`config.mk`:
```
export PLATFORM = sky130hd
export DESIGN_NAME = sha256_round_ctrl
export DESIGN_NICKNAME = d
export VERILOG_FILES = /design/src/rtl/sha256_round_ctrl.sv
export SDC_FILE = /design/constraint.sdc
export NUM_CORES = 1
export LEC_CHECK = 0
export CAP_MARGIN = 10
export CELL_PAD_IN_SITES_DETAIL_PLACEMENT = 0
export CELL_PAD_IN_SITES_GLOBAL_PLACEMENT = 1
export CORE_ASPECT_RATIO = 1.1
export CORE_MARGIN = 3
export CORE_UTILIZATION = 38
export DETAILED_ROUTE_END_ITERATION = 12
export GPL_TIMING_DRIVEN = 0
export PLACE_DENSITY_LB_ADDON = 0.1
export SYNTH_ARGS = -nofsm -noshare
export SYNTH_HDL_FRONTEND = slang
export SYNTH_SLANG_ARGS = --single-unit
```
`constraint.sdc`:
```
create_clock -name clk -period 1.9 [get_ports clk]
set_input_delay 0.38 -clock clk [delete_from_list [all_inputs] [get_ports clk]]
set_output_delay 0.38 -clock clk [all_outputs]
set_load 0.005 [all_outputs]
```
`src/rtl/sha256_round_ctrl.sv`:
```
`default_nettype none
// ============================================================================
// Module   : sha256_round_ctrl
// Brief    : Sequencing controller for the SHA-256 compression datapath.
//            Accepts padded 512-bit blocks, drives init/ready/digest_update/
//            done strobes, supplies the round index for the W scheduler and
//            K ROM, and holds the final digest until it is acknowledged.
// Revision : 1.0 - initial release
// ============================================================================
module sha256_round_ctrl #(
  parameter int ROUNDS    = 64,
  parameter int BLK_CNT_W = 16
) (
  input  logic                 clk,
  input  logic                 reset,
  input  logic                 block_valid,
  input  logic                 block_last,
  output logic                 block_ready,
  output logic                 blk_load,
  output logic                 init,
  output logic                 ready,
  output logic                 digest_update,
  output logic                 done,
  output logic [5:0]           round_idx,
  output logic                 busy,
  output logic                 digest_valid,
  input  logic                 digest_ack,
  output logic [BLK_CNT_W-1:0] blk_cnt
);

  typedef enum logic [2:0] {
    S_IDLE   = 3'd0,
    S_INIT   = 3'd1,
    S_ROUND  = 3'd2,
    S_UPDATE = 3'd3,
    S_DONE   = 3'd4
  } state_t;

  localparam logic [5:0]           C_LAST_ROUND = 6'(ROUNDS - 1);
  localparam logic [BLK_CNT_W-1:0] C_BLK_MAX    = '1;

  state_t     r_state;
  state_t     w_state_nxt;
  logic [5:0] r_cnt;
  logic [5:0] w_cnt_nxt;
  logic       r_first;
  logic       w_first_nxt;
  logic       r_last;
  logic       w_hs;

  // block_ready is only ever high in IDLE; reset blocks acceptance outright
  assign w_hs     = block_valid && block_ready && (r_state == S_IDLE) && !reset;
  assign blk_load = w_hs;

  // Next-state, round counter and first-block flag
  always_comb begin
    w_state_nxt = r_state;
    w_cnt_nxt   = r_cnt;
    w_first_nxt = r_first;
    case (r_state)
      S_IDLE: begin
        if (w_hs) begin
          w_cnt_nxt   = 6'd0;
          w_state_nxt = r_first ? S_INIT : S_ROUND;
        end
      end
      S_INIT: begin
        w_first_nxt = 1'b0;
        w_cnt_nxt   = 6'd0;
        w_state_nxt = S_ROUND;
      end
      S_ROUND: begin
        if (r_cnt == C_LAST_ROUND) begin
          w_cnt_nxt   = 6'd0;
          w_state_nxt = S_UPDATE;
        end else begin
          w_cnt_nxt = r_cnt + 6'd1;
        end
      end
      S_UPDATE: begin
        w_state_nxt = r_last ? S_DONE : S_IDLE;
      end
      S_DONE: begin
        if (digest_ack) begin
          w_first_nxt = 1'b1;
          w_state_nxt = S_IDLE;
        end
      end
      default: begin
        w_state_nxt = S_IDLE;
        w_cnt_nxt   = 6'd0;
      end
    endcase
  end

  // State register plus Moore outputs decoded from the upcoming state so they are registered
  always_ff @(posedge clk) begin
    if (reset) begin
      r_state       <= S_IDLE;
      r_cnt         <= 6'd0;
      r_first       <= 1'b1;
      r_last        <= 1'b0;
      blk_cnt       <= '0;
      block_ready   <= 1'b0;
      init          <= 1'b0;
      ready         <= 1'b0;
      digest_update <= 1'b0;
      done          <= 1'b0;
      digest_valid  <= 1'b0;
      busy          <= 1'b0;
      round_idx     <= 6'd0;
    end else begin
      r_state <= w_state_nxt;
      r_cnt   <= w_cnt_nxt;
      r_first <= w_first_nxt;
      if (w_hs) begin
        r_last <= block_last;
      end
      // Count restarts with a new message; saturates rather than wrapping
      if (r_state == S_INIT) begin
        blk_cnt <= '0;
      end else if (r_state == S_UPDATE && blk_cnt != C_BLK_MAX) begin
        blk_cnt <= blk_cnt + 1'b1;
      end
      block_ready   <= (w_state_nxt == S_IDLE);
      init          <= (w_state_nxt == S_INIT);
      ready         <= (w_state_nxt == S_ROUND);
      digest_update <= (w_state_nxt == S_UPDATE);
      done          <= (w_state_nxt == S_DONE);
      digest_valid  <= (w_state_nxt == S_DONE);
      busy          <= (w_state_nxt == S_INIT) || (w_state_nxt == S_ROUND) ||
                       (w_state_nxt == S_UPDATE) ||
                       ((w_state_nxt == S_IDLE) && !w_first_nxt);
      round_idx     <= (w_state_nxt == S_ROUND) ? w_cnt_nxt : 6'd0;
    end
  end

endmodule
`default_nettype wire
```
==> impl_results.md, run 1 <==
- Combinational share of power: 6.6%
- Sw power: 0.3456 mW
- Share of the synthesized area in the top cell type: a little over two fifths
- Critical path arrival: 2.06 ns
- CTS tree: built
- GP Congestion: about 0.78
- Clk pin slew, worst setup/hold paths: approximately 0.08 ns
- Final hold violations: 0
- Mean Syn Cell Area: 8.710 sq um
- Global route total overflow: 0
- Unrepaired setup endpoints after global routing: no
- Pre-antenna DRT Iters: 4
- Leakage: 0.8996 nW
- Rows: 25
- Slew HR: 57.55%
- Post-route setup TNS: 0 ns
- CTS max path bufs: 2
- Post-Syn Area: 0.001785 sq mm
- Int Power: between 1 and 1.5 mW
- #FFs+latches synth: 39
- Pin count of the biggest net entering global routing: 12
- WL/cell: 14.27 um
- Status: complete, no violations
- Starting density of the core: about two fifths
- Sw Ratio: between 20 and 25%
- Clock latency on the worst-skew pair: between 0.2 and 0.3 ns
- Fillers: 437
- Part of the Yosys area used for sequential elements: 43.73%
- Post-synthesis adder-cell area fraction: 1.402%
- Num Clock Sinks: 39
- Multi-input gate area: 991.0 sq um
- Num CTS Buffers: 5
- Main combinational cell family by area after synthesis: simple AND/OR/NAND/NOR gates
- First-pass GRT wire length: 7.245 mm
- Pins Over Slew Limit: 0
- Hold/Removal Path Class: flip-flop to flip-flop
- Simple-gate share of the synthesized area: 30.62%
- Fin worst setup slack: 0.06834 ns
- Synth Net Count: roughly 210
- Largest area contributor in the netlist: dfxtp_1
- Reg2Reg Depth: 5
- CP Class: flip-flop to flip-flop
- Final setup vio count: 0
- Die X-Extent: slightly above 70 um
- Ys async rst share: 0%
- Hold path depth: 2
- Clock group share of total power: 39.6%
- Crit-path max FO: 4
- Startpoint Class: flip-flop
- Remaining DRCs: 0
- Pwr dens: 648.7 mW/mm^2
- Number of vias per cell: roughly 5.5
- Register Area: a little under 800 sq um
- Clock skew: 0.004048 ns
- CTS root buf: clkbuf_8
- Vias: around 1700
- Mux contribution to synthesized area: under 10%
- Tightest Pin Transition: around 0.64 ns
- Hold buffer count at cts: 0
- Yosys synthesis warning count: 0
- Crit end category: flip-flop
- I/O Buffers: 34
- Post-synth EDFFs: 0
- Flop pwr share: 53.8%
- Predominant post-synthesis flop cell: dfxtp_1
- HPWL Detailed: 3.039 mm
- Netlist cell types: 46
- Post-synthesis compound-gate area fraction: 17.38%
- Die Ht: 77.89 um
- IO Pins: 35
- Max_cap viols: 0
- Pre-CTS WS: -0.7246 ns
- Core area: 0.004410 sq mm
- Post-route ant nets: 0
- Final wirelength: 4.324 mm
- Req. time, crit path: 2.13 ns
- XOR/XNOR Fraction of Synth Area: 0.4905%
- Vias in the first global route: between 1500 and 2000
- GRT Util Overall: roughly 16%
- Main area contributors after synthesis: dfxtp_1, a21oi_1, nor2_1
- Antenna diodes: 0
- Die area: between 0.005 and 0.006 sq mm
- DR iter-0 viols: 104
- Period utilization: 96.40%
- Final net count: 255
- Mapped Cells: 205
- Max Fclk: 546.0 MHz
- Fraction of layout cells with a size suffix above 1: 16.87%
- Max H-tree Level: 2
- Initial antenna violation count: 0
- VDD IR max: 0.3645 mV
- Fin crit period: 1.832 ns
- Area Growth Syn to Fin: 33.85%
-- power by group through the flow --
stage	Combinational, mW	Clock [mW]	Sequential [mW]
floorplan	0.0548	0	0.852
global placement	0.0992	0	0.852
detailed placement	0.0985	0	0.852
CTS	0.105	0.636	0.835
global route	0.114	0.668	0.835
finish	0.103	0.614	0.833
-- cell usage after synthesis, drive strengths merged (2+ instances only) --
| cell | count |
|---|---|
| a211oi | 2 |
| a21o | 2 |
| a21oi | 18 |
| and2 | 3 |
| and3 | 7 |
| buf | 7 |
| clkbuf | 2 |
| dfxtp | 39 |
| ha | 2 |
| inv | 6 |
| mux2i | 2 |
| nand2 | 12 |
| nand3 | 8 |
| nand3b | 2 |
| nand4 | 6 |
| nor2 | 18 |
| nor3 | 8 |
| nor3b | 2 |
| nor4 | 2 |
| o211ai | 4 |
| o21ai | 13 |
| o21bai | 2 |
| o31ai | 3 |
| or2 | 5 |
| or3 | 9 |
| or3b | 2 |
| or4 | 5 |
-- what timing repair did --
item                                    in CTS  in global routing
buffers inserted                             1                  1
cloned                                       0                  0
gates resized for setup                     15                 12
endpoints found under the setup margin      18                 13
pin swaps                                    1                  2
-- routing by layer --
layer | track usage [%] | vias to the layer above | routed length [um]
met5 | 0 | - | 0
met4 | 6.203 | 0 | 71
met3 | 2.979 | 7 | 143
met2 | 27.94 | 28 | 2175
met1 | 19.44 | 780 | 1934
li1 | - | 843 | -
-- through the flow --
| step | hold WS [ns] | instance area (sq um) | cells | utilization (%) | total power, mW |
|---|---|---|---|---|---|
| floorplan | 0.4360 | 1785 | 205 | - | 0.9067 |
| global placement | 0.4675 | 2193 | 293 | 49.73 | 0.9512 |
| detailed placement | 0.4659 | 2193 | 293 | 49.73 | 0.9507 |
| CTS | 0.4767 | 2344 | 302 | 53.13 | 1.575 |
| global route | 0.5091 | 2390 | 303 | 54.18 | 1.617 |
| finish | 0.4734 | 2390 | 303 | 54.18 | 1.550 |
-- area by class of cell --
cell class	count	share of cell area, %
Buffer	9	2.880
Clock buffer	8	4.188
Inverter	6	1.047
Multi-Input combinational cell	151	41.47
Sequential cell	39	33.04
Tap cell	54	2.827
Timing Repair Buffer	36	14.56
-- path summary, 6_finish.rpt --
kind,startpoint,end,slack (ns)
worst max-delay path,blk_cnt[1],blk_cnt[14],0.07
worst min-delay path,r_last,r_last,0.47
worst max register to register,blk_cnt[1],blk_cnt[14],0.07
worst min register to register,r_last,r_last,0.47
-- registers in the layout (all words and copies together) (netlist names) --
signal         count
ready              1
blk_cnt           16
r_cnt              6
r_last             1
busy               1
r_state            3
digest_update      1
digest_valid       1
init               1
round_idx          6
r_first            1
block_ready        1
-- kinds of logic (layout without fill, tap and decap cells) --
kind of cell | Yosys count | after routing
xor+xnor | 1 | 1
flops | 39 | 39
simple gates | 94 | 94
mux | 3 | 3
fa+ha+maj | 2 | 2
buf+inv | 15 | 59
compound gates | 51 | 51
-- worst max-delay path: stages, from the launching register on --
cell and delay, ns:
dfxtp_2 0.38, ha_4 0.16, nand4_4 0.12, or4b_4 0.58, or4_1 0.47, nand2_1 0.07
-- cell usage in the layout, fill, tap and decap left out, types with 2 or more instances in the layout --
cell,n
buf_4,4
or3b_2,2
dfxtp_2,4
or4_1,4
buf_6,3
inv_1,5
o31ai_1,3
nand4_1,4
or2_4,2
nor3_1,8
a21oi_1,18
a211oi_1,2
or3_1,9
clkbuf_1,3
dlygate4sd2_1,2
a21o_1,2
mux2i_1,2
and2_1,3
o211ai_1,4
clkbuf_8,7
dfxtp_1,34
nor3b_2,2
and3_1,7
o21bai_1,2
nand2_1,12
clkdlybuf4s50_1,31
nand3_1,8
or2_2,3
nand3b_1,2
o21ai_0,13
nor2_1,18
(Power assumes the default switching activity.)
==> run 2, diff against run 1 <==
--- a/config.mk
+++ b/config.mk
@@ -5,12 +5,13 @@
 export SDC_FILE = /design/constraint.sdc
 export NUM_CORES = 1
 export LEC_CHECK = 0
+export ABC_AREA = 1
 export CAP_MARGIN = 10
 export CELL_PAD_IN_SITES_DETAIL_PLACEMENT = 0
 export CELL_PAD_IN_SITES_GLOBAL_PLACEMENT = 1
 export CORE_ASPECT_RATIO = 1.1
 export CORE_MARGIN = 3
-export CORE_UTILIZATION = 38
+export CORE_UTILIZATION = 36
 export DETAILED_ROUTE_END_ITERATION = 12
 export GPL_TIMING_DRIVEN = 0
 export PLACE_DENSITY_LB_ADDON = 0.1
==> run 2 against run 1 <==
Compared with the run above: sequential power about the same; combinational power down 17%; non-clock buffer count down 6; worst setup slack better by 0.039 ns; area after synthesis up 5.7%; total power down 3.6%; first-iteration DRC count down 34%; via count up 3.6%; critical endpoint is now blk_load; largest cell class unchanged.
==> impl_results.md, run 2 <==
- Synth Net Count: 283 (+33%)
- Main area contributors after synthesis: dfxtp_1, nand2_1, nor2_1
- Sw power: 0.3476 mW (+0.58%)
- Worst R2R End: blk_cnt[8]
- Die area: 0.006147 sq mm (+11%)
- GRT Util Overall: 15.53% (-0.60 points)
- Pwr dens: 624.9 mW/mm^2 (-3.7%)
- Critical path arrival: 1.41 ns (-0.65 ns)
- Final instance area: 0.002392 sq mm (+0.10%)
- Final net count: 324 (+27%)
- Top reg by flops: blk_cnt
- Period utilization: 94.37% (-2.0 points)
- Initial antenna violation count: 0 (unchanged)
- Startpoint Class: input pin
- CTS max path bufs: 2 (unchanged)
- DR iter-0 viols: 69 (-34%)
- Tightest Pin Transition: 0.5451 ns (-0.09032 ns)
- Met3 usage: 4.039% (+1.1 points)
- CP Class: input pin to primary output
- Clock latency on the worst-skew pair: 0.29 ns (about the same)
- Pins Over Slew Limit: 0 (unchanged)
- Flip-flop count of the largest register after layout: 16 (unchanged)
- Grt met1 use: 17.84% (-1.6 points)
- Post-CTS Setup Repair Bufs: 0 (-1)
- Combinational share of power: 5.7% (-0.9 points)
- Worst-path cell chain: clkdlybuf4s50_1 > nand3_1 > nor2_2 > dlygate4sd2_1
- Leakage: 0.9637 nW (+7.1%)
- Netlist cell types: 26 (-43%)
- Antenna diodes: 0 (unchanged)
- Max_cap viols: 0 (unchanged)
- Unrepaired setup endpoints after global routing: no
- Predominant post-synthesis flop cell: dfxtp_1
- Synth top cells by count: nand2_1, nor2_1, dfxtp_1
- Crit-path max FO: 4 (unchanged)
- Hold path depth: 2 (unchanged)
- Max H-tree Level: 2 (unchanged)
- Most common cell after layout, fill and taps aside: nand2_1
- Hold buffer count at cts: 0 (unchanged)
- Regs by FF count: blk_cnt (16), r_cnt (6), round_idx (6)
- Die X-Extent: 75.03 um (+5.1%)
- Reg2Reg Depth: 8 (+3)
- Slew HR: 63.53% (+6.0 points)
- Mean Syn Cell Area: 6.836 sq um (-22%)
- Fin crit period: 1.793 ns (-0.03864 ns)
- Delay-heaviest family, CP: buffers and inverters
- VDD IR max: 0.3843 mV (+5.4%)
- Most frequent cells in the layout: nand2_1, nor2_1, dfxtp_1
- Fraction of layout cells with a size suffix above 1: 7.571% (-9.3 points)
- Mapped Cells: 276 (+35%)
- Hold/Removal Path Class: flip-flop to flip-flop
- Ys async rst share: 0% (unchanged)
- Most numerous cell in the Yosys netlist: nand2_1
- Int Power: 1.147 mW (-4.7%)
- GP Congestion: 0.8138 (+3.7%)
- Sw Ratio: 23.25% (+0.96 points)
- Max Fclk: 557.7 MHz (+2.2%)
- CP peak stage delay: 0.48 ns (-0.10 ns)
- Clk pin slew, worst setup/hold paths: 0.08 ns (about the same)
- Core area: 0.005034 sq mm (+14%)
- CTS root buf: clkbuf_8
- Rows: 27 (+8.0%)
- HPWL Detailed: 3.227 mm (+6.2%)
- RR Startpoint: blk_cnt[0]
- Die Ht: 81.93 um (+5.2%)
- Number of vias per cell: 4.581 (-16%)
- Final hold violations: 0 (unchanged)
- Post-synth EDFFs: 0 (unchanged)
- Final setup vio count: 0 (unchanged)
- Vias: 1718 (+3.6%)
- Hold path endpoint: init
- Post-Syn Area: 0.001887 sq mm (+5.7%)
- Flop pwr share: 55.8% (+2.0 points)
- Flop2flop setup slack: 0.16 ns (+0.09 ns)
- Clock group share of total power: 38.5% (-1.1 points)
- Post-place instance area: 0.002300 sq mm (+4.8%)
- Hold_sp: r_first
- WP buf/inv: 2 (+2)
- Req. time, crit path: 1.52 ns (-0.61 ns)
- Slowest cell on the critical path: clkdlybuf4s50_1
- Met2 usage: 26.92% (-1.0 points)
- Share of the synthesized area in the top cell type: 41.38% (-2.3 points)
- Clock skew: 0.01221 ns (+0.008166 ns)
- Yosys synthesis warning count: 0 (unchanged)
- Worst setup path startpoint: block_valid
- Final wirelength: 4.298 mm (-0.60%)
- Area Growth Syn to Fin: 26.79%
- WL/cell: 11.46 um (-20%)
- Post-route ant nets: 0 (unchanged)
- Starting density of the core: 37.48% (-3.0 points)
- Global route total overflow: 0 (unchanged)
- Num CTS Buffers: 5 (unchanged)
- CTS tree: built
- #FFs+latches synth: 39 (unchanged)
- Largest area contributor in the netlist: dfxtp_1
- Part of the Yosys area used for sequential elements: 41.38% (-2.3 points)
- Crit end category: primary output
- I/O Buffers: 34 (unchanged)
- Vias in the first global route: 1634 (+3.7%)
- Num Clock Sinks: 39 (unchanged)
- Pre-antenna DRT Iters: 4 (unchanged)
- Status: complete, no violations
- Core Util, Final: 47.53% (-6.7 points)
- Remaining DRCs: 0 (unchanged)
- First-pass GRT wire length: 7.314 mm (+0.95%)
- GRT busiest layer: met2
- IO Pins: 35 (unchanged)
- Pin count of the biggest net entering global routing: 12 (unchanged)
run 2: changes by cell type in the layout (fill, tap and decap cells not counted), moves of 5 or more:
cell	previous run	this run
nand3_1	8	14
nor3_1	8	3
o21ai_0	13	3
xor2_1	0	8
and3_1	7	0
inv_1	5	34
nand2_1	12	87
or3_1	9	0
dfxtp_1	34	39
nor2_1	18	41
run 2: worst min-delay path: cells and delay by family (launching register included):
kind                   cells  cell delay (ns)
buffers and inverters      1             0.04
AND/OR/NAND/NOR            1             0.10
flip-flops                 1             0.33
run 2: power by group through the flow:
stage	logic, mW	clock network, mW	registers (mW)
floorplan	0.0477	0	0.853
global route	0.0995	0.625	0.836
detailed placement	0.0895	0	0.853
CTS	0.0889	0.599	0.834
global placement	0.0887	0	0.853
finish	0.0858	0.575	0.834
run 2: area by class of cell:
type | count | area (sq um)
fill | 530 | 2641
multi-input combinational | 197 | 943.4
sequential | 39 | 780.7
timing repair buffer | 34 | 337.8
inverter | 35 | 131.4
clock buffer | 6 | 82.58
tap | 58 | 72.57
buffer | 5 | 38.79
clock inverter | 1 | 5.005
run 2: cells by family (layout without fill, tap and decap cells):
kind of cell | count (synthesis) | count (layout) | synth area share, %
compound gates | 24 | 24 | 7.427
buf+inv | 40 | 81 | 9.018
flops | 39 | 39 | 41.38
simple gates | 161 | 161 | 36.21
xor+xnor | 10 | 10 | 4.642
fa+ha+maj | 2 | 2 | 1.326
run 2: metrics by stage:
step | std cells | worst slack [ns] | power [mW] | TNS, ns | hold slack (ns)
6_report | 375 | 0.1070 | 1.495 | 0 | 0.5183
4_1_cts | 375 | 0.1043 | 1.521 | 0 | 0.5209
2_1_floorplan | 276 | 0.3497 | 0.9005 | 0 | 0.4524
5_1_grt | 375 | 0.03330 | 1.560 | 0 | 0.5543
3_3_place_gp | 368 | -0.4723 | 0.9417 | -5.876 | 0.5054
3_5_place_dp | 368 | -0.4614 | 0.9425 | -6.128 | 0.5081
run 2: what timing repair did:
item	CTS	global route
pin swaps	1	0
resized for setup	4	1
cloned	0	0
endpoints found under the setup margin	2	1
hold endpoints to repair	0	0
run 2: worst max-delay path by stage:
stage                 end  slack, ns  depth (start not counted)
2_1_floorplan  blk_cnt[1]       0.35                          9
3_3_place_gp     blk_load      -0.47                          5
3_5_place_dp     blk_load      -0.46                          5
4_1_cts          blk_load       0.10                          4
5_1_grt        blk_cnt[8]       0.03                          8
6_report         blk_load       0.11                          4
run 2: metal layers:
layer | up-vias | share of wire (%)
li1 | 939 | -
met5 | - | 0
met3 | 8 | 3.3
met2 | 23 | 49
met1 | 748 | 45
met4 | 0 | 1.9
==> run 3, diff against run 2 <==
--- a/config.mk
+++ b/config.mk
@@ -15,6 +15,7 @@
 export DETAILED_ROUTE_END_ITERATION = 12
 export GPL_TIMING_DRIVEN = 0
 export PLACE_DENSITY_LB_ADDON = 0.1
+export SKIP_CTS_REPAIR_TIMING = 1
 export SYNTH_ARGS = -nofsm -noshare
 export SYNTH_HDL_FRONTEND = slang
 export SYNTH_SLANG_ARGS = --single-unit
==> run 3 against run 2 <==
Compared with the run above: sequential cell count unchanged; worst setup slack better by 0.061 ns; sequential share of layout area down 0.34 points; clock skew up 0.0024 ns; count of clock-buffer cells in the layout unchanged; largest cell class unchanged; design area up 1.0%; via count up 0.23%; fmax up 3.5%.
==> impl_results.md, run 3 (synthesized netlist as in run 2, its figures left out) <==
- Status: complete, no violations
- Flop2flop setup slack: 0.17 ns (about the same)
- VDD IR max: 0.3832 mV (-0.27%)
- Pins Over Slew Limit: 0 (unchanged)
- Delay-heaviest family, CP: simple AND/OR/NAND/NOR gates
- Top reg by flops: blk_cnt
- Unrepaired setup endpoints after global routing: no
- Num CTS Buffers: 5 (unchanged)
- GRT Util Overall: 15.50% (-0.025 points)
- Critical path arrival: 1.90 ns (+0.49 ns)
- Core Util, Final: 48.02% (+0.50 points)
- Final hold violations: 0 (unchanged)
- Regs by FF count: blk_cnt (16), r_cnt (6), round_idx (6)
- Num Clock Sinks: 39 (unchanged)
- Die X-Extent: 75.03 um (unchanged)
- Fin worst setup slack: 0.1683 ns (+0.06128 ns)
- DR iter-0 viols: 75 (+8.7%)
- Final setup vio count: 0 (unchanged)
- CP Class: flip-flop to flip-flop
- I/O Buffers: 34 (unchanged)
- Number of vias per cell: 4.580 (about the same)
- Hold path depth: 2 (unchanged)
- Post-route insts no fill: 376 (+0.27%)
- Req. time, crit path: 2.07 ns (+0.55 ns)
- Leakage: 0.9909 nW (+2.8%)
- Most used cell, CP: nand2_1
- Pre-CTS WS: -0.4614 ns (unchanged)
- HPWL Detailed: 3.227 mm (unchanged)
- Levels on crit path: 9 (+5)
- Clk pin slew, worst setup/hold paths: 0.08 ns (about the same)
- Max H-tree Level: 2 (unchanged)
- Hold WS: 0.4601 ns (-0.05820 ns)
- Fin crit period: 1.732 ns (-0.06128 ns)
- Last element of the critical path: blk_cnt[11]
- Worst setup path startpoint: blk_cnt[0]
- Max Fclk: 577.5 MHz (+3.5%)
- Post-place instance area: 0.002300 sq mm (unchanged)
- WL/cell: 11.51 um (+0.45%)
- Die Ht: 81.93 um (unchanged)
- Remaining DRCs: 0 (unchanged)
- Global route total overflow: 0 (unchanged)
- Pwr dens: 620.5 mW/mm^2 (-0.72%)
- Final wirelength: 4.329 mm (+0.72%)
- Flip-flop count of the largest register after layout: 16 (unchanged)
- Final instance area: 0.002417 sq mm (+1.0%)
- Initial antenna violation count: 0 (unchanged)
- IO Pins: 35 (unchanged)
- Design Power: 1.500 mW (+0.32%)
- Placed cell count: 368 (unchanged)
- First-pass GRT wire length: 7.300 mm (-0.19%)
- Core area: 0.005034 sq mm (unchanged)
- Clock skew: 0.01457 ns (+0.002355 ns)
- Clock latency on the worst-skew pair: 0.29 ns (about the same)
- Pre-antenna DRT Iters: 4 (unchanged)
- Startpoint Class: flip-flop
- Area Growth Syn to Fin: 28.12%
- Worst R2R End: blk_cnt[11]
- Hold/Removal Path Class: input pin to flip-flop
- CTS max path bufs: 2 (unchanged)
- Vias: 1722 (+0.23%)
- Reg2Reg Depth: 9 (+1)
- Tightest Pin Transition: 0.5441 ns (-0.0009819 ns)
- RR Startpoint: blk_cnt[0]
- Slew HR: 63.59% (+0.066 points)
- Rows: 27 (unchanged)
- Post-route setup TNS: 0 ns (unchanged)
- WP buf/inv: 1 (-1)
- GP Congestion: 0.8138 (unchanged)
- Fraction of layout cells with a size suffix above 1: 8.176% (+0.61 points)
- Crit end category: flip-flop
- Worst-path cell chain: ha_2 > nand2_1 > nor2_2 > nand2_2 > nor2_1 > nor2_4 > buf_6 > nand2_1 > a21oi_1
- CTS tree: built
- Period utilization: 91.14% (-3.2 points)
- Most frequent cells in the layout: nand2_1, nor2_1, dfxtp_1
- Max_cap viols: 0 (unchanged)
- Final net count: 325 (+0.31%)
- CP peak stage delay: 0.41 ns (-0.07 ns)
- CTS root buf: clkbuf_8
- Antenna diodes: 0 (unchanged)
- Crit-path max FO: 10 (+6)
- Vias in the first global route: 1630 (-0.24%)
- Most common cell after layout, fill and taps aside: nand2_1
- Post-route ant nets: 0 (unchanged)
- Starting density of the core: 37.48% (unchanged)
- Slowest cell on the critical path: dfxtp_1
- Die area: 0.006147 sq mm (unchanged)
- Pin count of the biggest net entering global routing: 12 (unchanged)
==> run 3: changes by cell type in the layout (fill, tap and decap cells not counted), sizes merged <==
cell,before,now
dlygate4sd2,2,0
dlymetal6s2s,0,2
buf,5,6
==> run 3: power by group <==
part | switching, mW | total [mW] | leakage, nW | internal (mW)
clock network | 0.290 | 0.575 | 0.0470 | 0.285
registers | 0.00721 | 0.835 | 0.315 | 0.828
logic | 0.0527 | 0.0902 | 0.629 | 0.0375
==> run 3: final cells by class <==
cell class / count / area [sq um]
Timing Repair Buffer: 35 / 352.8
Fill cell: 522 / 2616
Sequential cell: 39 / 780.7
Multi-Input combinational cell: 197 / 953.4
Inverter: 35 / 131.4
Buffer: 5 / 38.79
Clock inverter: 1 / 5.005
Tap cell: 58 / 72.57
Clock buffer: 6 / 82.58
==> run 3: how the worst min path moves through the flow <==
stage,start,to
global route,reset,digest_valid
global placement,r_first,init
CTS,r_first,init
detailed placement,r_first,init
finish,reset,digest_valid
floorplan,reset,digest_valid
==> run 3: layer usage <==
layer	wire (um)	part of all wire, %	GRT usage (%)
met4	83	1.9	6.406
met5	0	0	0
met2	2131	49	26.83
met3	144	3.3	4.039
met1	1969	45	17.84
